`src/rtl/skid_hold_buffer_pkg.sv`:
```
// rtl/skid_hold_buffer_pkg.sv - shared state encoding for the skid hold buffer
package skid_hold_buffer_pkg;

   // Occupancy states; 2'b11 is unused and recovers to ST_EMPTY
   typedef enum logic [1:0] {
      ST_EMPTY = 2'd0,
      ST_BUSY  = 2'd1,
      ST_FULL  = 2'd2
   } skid_state_t;

   localparam logic READY_ON_RESET = 1'b1;

endpackage

```
`src/rtl/skid_hold_buffer.sv`:
```
// rtl/skid_hold_buffer.sv - two-entry registered valid/ready hold stage
module skid_hold_buffer
   import skid_hold_buffer_pkg::*;
#(
   parameter int n = 8
) (
   input  logic         clk_in,
   input  logic         rst_n_in,
   input  logic [n-1:0] d_in,
   input  logic         valid_in,
   output logic         ready_out,
   output logic [n-1:0] d_out,
   output logic         valid_out,
   input  logic         ready_in
);

   skid_state_t  state_q, state_d;
   logic [n-1:0] main_q, main_d;
   logic [n-1:0] skid_q, skid_d;
   logic         valid_q, valid_d;
   logic         ready_q, ready_d;
   logic         xfer_in, xfer_out;

   // Handshakes are judged from registered outputs, so ready_out never sees ready_in
   assign xfer_in  = valid_in & ready_q;
   assign xfer_out = valid_q & ready_in;

   // Next-state and next-data selection; every target defaults to hold
   always_comb begin
      state_d = state_q;
      main_d  = main_q;
      skid_d  = skid_q;
      valid_d = valid_q;
      ready_d = ready_q;
      case (state_q)
         ST_EMPTY: begin
            valid_d = 1'b0;
            ready_d = 1'b1;
            if (xfer_in) begin
               main_d  = d_in;
               valid_d = 1'b1;
               state_d = ST_BUSY;
            end
         end
         ST_BUSY: begin
            if (xfer_in && xfer_out) begin
               main_d = d_in;
            end else if (xfer_in) begin
               skid_d  = d_in;
               ready_d = 1'b0;
               state_d = ST_FULL;
            end else if (xfer_out) begin
               valid_d = 1'b0;
               state_d = ST_EMPTY;
            end
         end
         ST_FULL: begin
            // Producer is blocked here; the skid word moves up once the consumer takes main
            if (xfer_out) begin
               main_d  = skid_q;
               ready_d = 1'b1;
               state_d = ST_BUSY;
            end
         end
         default: begin
            valid_d = 1'b0;
            ready_d = 1'b1;
            state_d = ST_EMPTY;
         end
      endcase
   end

   // State and handshake flags
   always_ff @(posedge clk_in or negedge rst_n_in) begin
      if (!rst_n_in) begin
         state_q <= ST_EMPTY;
         valid_q <= 1'b0;
         ready_q <= READY_ON_RESET;
      end else begin
         state_q <= state_d;
         valid_q <= valid_d;
         ready_q <= ready_d;
      end
   end

   // Data registers; main keeps its last word when the buffer goes empty
   always_ff @(posedge clk_in or negedge rst_n_in) begin
      if (!rst_n_in) begin
         main_q <= '0;
         skid_q <= '0;
      end else begin
         main_q <= main_d;
         skid_q <= skid_d;
      end
   end

   assign d_out     = main_q;
   assign valid_out = valid_q;
   assign ready_out = ready_q;

endmodule

```
`config.mk`:
```
export PLATFORM = sky130hd
export DESIGN_NAME = skid_hold_buffer
export DESIGN_NICKNAME = d
export VERILOG_FILES = /design/src/rtl/skid_hold_buffer_pkg.sv /design/src/rtl/skid_hold_buffer.sv
export SDC_FILE = /design/constraint.sdc
export NUM_CORES = 1
export LEC_CHECK = 0
export ABC_AREA = 1
export CORE_UTILIZATION = 52
export CTS_CLUSTER_DIAMETER = 80
export DETAILED_ROUTE_END_ITERATION = 6
export GPL_ROUTABILITY_DRIVEN = 1
export PLACE_DENSITY_LB_ADDON = 0.08
export SYNTH_ARGS = -nofsm -noshare
export SYNTH_HDL_FRONTEND = slang
export SYNTH_SLANG_ARGS = --single-unit
```
`constraint.sdc`:
```
create_clock -name clk_in -period 1.95 [get_ports clk_in]
set_input_delay 0.585 -clock clk_in [delete_from_list [all_inputs] [get_ports clk_in]]
set_output_delay 0.585 -clock clk_in [all_outputs]
set_load 0.05 [all_outputs]
```
Yosys cells after proc, flatten, opt, wreduce, memory -nomap -nowiden
Cells that the tools add are included.

Output and inout bits: 10. Input bits: 12. Logic and storage cells: 46. Flip-flop bits (word level): 20.

Mux-type cells: 19. Eq/ne operators: 10. Reduce and logical (&&, ||, !) cells: 8. Bitwise gates (word level): 4.

Operator list (count): $mux 8 (3); $pmux 8 s3 (1); $ne 2x2->1 const B (7); $reduce_and 4->1 (3); $mux 2 (5); $mux 1 (7); $pmux 2 s3 (1); $reduce_and 3->1 (2); $ne 3x3->1 const B (1); $pmux 1 s3 (1); $reduce_bool 3->1 (1); $and 1x1->1 (2); $eq 2x1->1 const B (1); $eq 2x2->1 const B (1); $logic_not 2->1 (1); $not 1->1 (2); $pmux 1 s2 (1); $logic_and 1x1->1 (1).

Logic depth before layout (Yosys ltp)
Word-level depth: 5. Mapped depth: 7.

Worst setup path after synthesis
No wires, ideal clock.

Path type: flip-flop to flip-flop. From: register valid_q, in the netlist valid_out. To: register main_q[0], in the netlist d_out[0]. Arrival: 1.278 ns. Setup time: 0.118 ns. Setup slack: 0.554 ns. Data required time: 1.832 ns. Clock period less this slack: 1.396 ns. Stages on the path, launching flop included: 6. Path buffers: 0. Path through: dfrtp_1 nand2_1 o21ai_0 nand3_2 nand2_1 nand2_1.

Word-level cells in the longest chain between the ends: 4.

RTL lines: from (decl) (line skid_hold_buffer.sv:20) `logic valid_q, valid_d;`; from (signal assigned) (line skid_hold_buffer.sv:81) `valid_q <= valid_d;`; $and 1x1->1 * (line skid_hold_buffer.sv:26) `assign xfer_out = valid_q & ready_in;`; $logic_and 1x1->1 (line skid_hold_buffer.sv:46) `if (xfer_in && xfer_out) begin`; $ne 2x2->1 (no source line); $reduce_and 4->1 (no source line) *; to (signal assigned) (line skid_hold_buffer.sv:92) `main_q <= main_d;`; to (decl) (line skid_hold_buffer.sv:18) `logic [n-1:0] main_q, main_d;`.

Every way passes the cells marked *; elsewhere a longest branch is shown, timed or not. A chain may end at the register's enable or synchronous reset.

Final worst setup path
From: register ready_q, in the netlist ready_out. To: output port ready_out.

RTL lines: from (decl) (line skid_hold_buffer.sv:21) `logic ready_q, ready_d;`; from (signal assigned) (line skid_hold_buffer.sv:82) `ready_q <= ready_d;`; to (decl) (line skid_hold_buffer.sv:11) `output logic ready_out,`.

No word-level cell between the ends.

==> reports/metrics.csv <==
metric,value,unit
met2 GRT Util,34.65,%
Hold Path Class,register to register,
max_slew headroom,64.42,%
"Clk Latency, worst-skew pair",0.30,ns
Adder-Cell Fraction of Synth Area,0,%
Worst R2R Start,state_q[1],
Inst Count DP,168,
fin nets,160,
largest family of logic cells by synthesized area,simple AND/OR/NAND/NOR gates,
die height,45.90,um
Root Buffer,clkbuf_4,
R2R Setup Slk,0.47,ns
dpl hpwl,1.443,mm
Slew Limit Fails,0,
Synth Instances,125,
Vias,837,
Clock transition at path regs,0.12,ns
synth-to-layout area growth,25.97,%
met3 usage,4.365,%
maximum vdd drop,1.022,mV
H-tree levels,1,
max cap viols,0,
Crit-path slowest cell,dfstp_2,
Worst Setup EP,ready_out,
RSZ-0062 raised after global routing,false,
leakage power,0.6877,nW
outcome,"complete, no violations",
"Gates resized, CTS repair",0,
worst slew pin tran,0.5337,ns
largest net degree at the start of global routing,21,
Worst Setup SP,ready_out,
RePlAce Congestion,0.7480,
largest delay contributor family on the critical path,flip-flops,
Synth Cell Area,0.001002,mm^2
CTS tree,done,
commonest cells in the netlist,"nand2_1 (61), dfrtp_1 (19), inv_1 (11), nand3_1 (11), o21ai_2 (8)",
Final period util,83.01,%
Starting Density,56.81,%
placed cell area,0.001210,mm^2
R2R cell count,5,
mux cell area share after synthesis,0,%
CP Max Fanout,3,
Finished Core Util,71.56,%
Place WS,0.1104,ns
gr busiest metal,met2,
setup ws final,0.3313,ns
Synth warnings,0,
drt total wl,1.936,mm
post-synth top area share,47.44,%
crit-path max cell delay,0.59,ns
Initial DRT Pass Iterations,4,
core area,0.001764,mm^2
total CTS buffers,3,
dominant cells by area after synthesis,"dfrtp_1 (47%), nand2_1 (23%), o21ai_2 (7.0%), nand3_1 (5.5%), inv_1 (4.1%)",
Post-Syn Area per Cell,8.018,um^2
IO buf count,21,
met1 Use GR,30.13,%
share of layout cells above drive strength 1,19.73,%
compound-cell area share of the yosys netlist,8.489,%
CP Capture Type,output port,
Worst Setup Path Type,register to output port,
final setup violation count,0,
ys async rst share,100.0,%
ANT nets after route,0,
Max Fclk,617.8,MHz
"Design Area, Final",0.001262,mm^2
antenna violations before repair,0,
Post-synth top flop,dfrtp_1,
Overall Power,2.264,mW
Die ar.,0.002107,mm^2
Critical Path RT,1.36,ns
clock skew,0.009073,ns
DR WL/cell,11.26,um
Syn Nets,137,
diode count,0,
DRC,0,
I/O pins,22,
WP data arrival,1.03,ns
Final Hold Vio Count,0,
clock sink total,20,
Critical Path Stages,1,
Yosys top cell by area,dfrtp_1,
GRT overflow,0,
Fin Setup TNS,0,ns
Total GRT Usage,22.45,%
Post-synth EDFFs,0,
reg-to-reg endpoint,d_out[3],
CTS max path bufs,2,
Die Span X,45.90,um
Finished Layout Cells,172,
global-route wire length before repair,3.325,mm
crit start category,register,
Synth Area in XOR/XNOR,0,%
most frequent cell after synthesis,nand2_1,
via/cell ratio,4.866,
vias in the first global route,781,
Setup Buffers After CTS,0,
Tmin final,1.619,ns
CP bufs+invs,1,
Yosys reg bits,20,
Simple-Gate Fraction of Synth Area,34.08,%
library cells used by synthesis,15,
crit path cell chain,buf_12,
DR iter-0 viols,16,
"Seq/Total Area, Yosys",50.06,%
CTS Hold Bufs,0,
worst hold margin,0.4902,ns
PD cells,1793,mW/mm^2
Std-Cell Rows,15,
[layout make-up]
cell class              count  area, um^2
repair buffers             22       205.2
multi-input cells          89       426.7
inverters                  12       45.04
fillers                   161       501.7
clock buffers               3       22.52
well taps                  25       31.28
clock inverters             1       30.03
flip-flops and latches     20       501.7
[flip-flops by register name (all words and copies together), names as in the netlist]
| signal | cells |
|---|---|
| d_out | 8 |
| ready_out | 1 |
| skid_q | 8 |
| state_q | 2 |
| valid_out | 1 |
[metal layers]
metal,part of all wire (%),vias up
met5,0,-
met4,1.8,0
met3,4.8,6
met2,46,27
met1,47,375
li1,-,429
[kinds of logic after synthesis]
group,count (synthesis)
buffers and inverters,16
AOI/OAI and AO/OA,11
and+or+nand+nor,78
DFF,20
[cells in the final DEF, fill, tap and decap left out, drive strengths merged, types with 3 or more instances in the layout]
| master | n |
|---|---|
| clkbuf | 3 |
| nand2 | 61 |
| nand3 | 13 |
| clkdlybuf4s50 | 11 |
| o21ai | 11 |
| nor2 | 4 |
| dfrtp | 19 |
| buf | 11 |
| inv | 12 |
[worst min path at each step]
stage / start / end / slack (ns) / cells past startpoint
after global routing: skid_q[7] / skid_q[7] / 0.51 / 2
after floorplan: rst_n_in / d_out[0] / 0.29 / 0
after detailed placement: skid_q[7] / skid_q[7] / 0.47 / 2
final: skid_q[7] / skid_q[7] / 0.49 / 2
after CTS: skid_q[7] / skid_q[7] / 0.50 / 2
after global placement: skid_q[0] / skid_q[0] / 0.46 / 2
[where the power goes]
part	internal (mW)	switching (mW)
registers	0.612	0.147
logic	0.373	0.796
clock network	0.208	0.127
total	1.19	1.07
[worst min-delay path: cells and delay by family (launching register included)]
| kind | cells | cell delay, ns |
|---|---|---|
| DFF | 1 | 0.36 |
| AOI/OAI and AO/OA | 1 | 0.05 |
| and+or+nand+nor | 1 | 0.06 |
No activity file was read; power rests on OpenSTA's default activity.
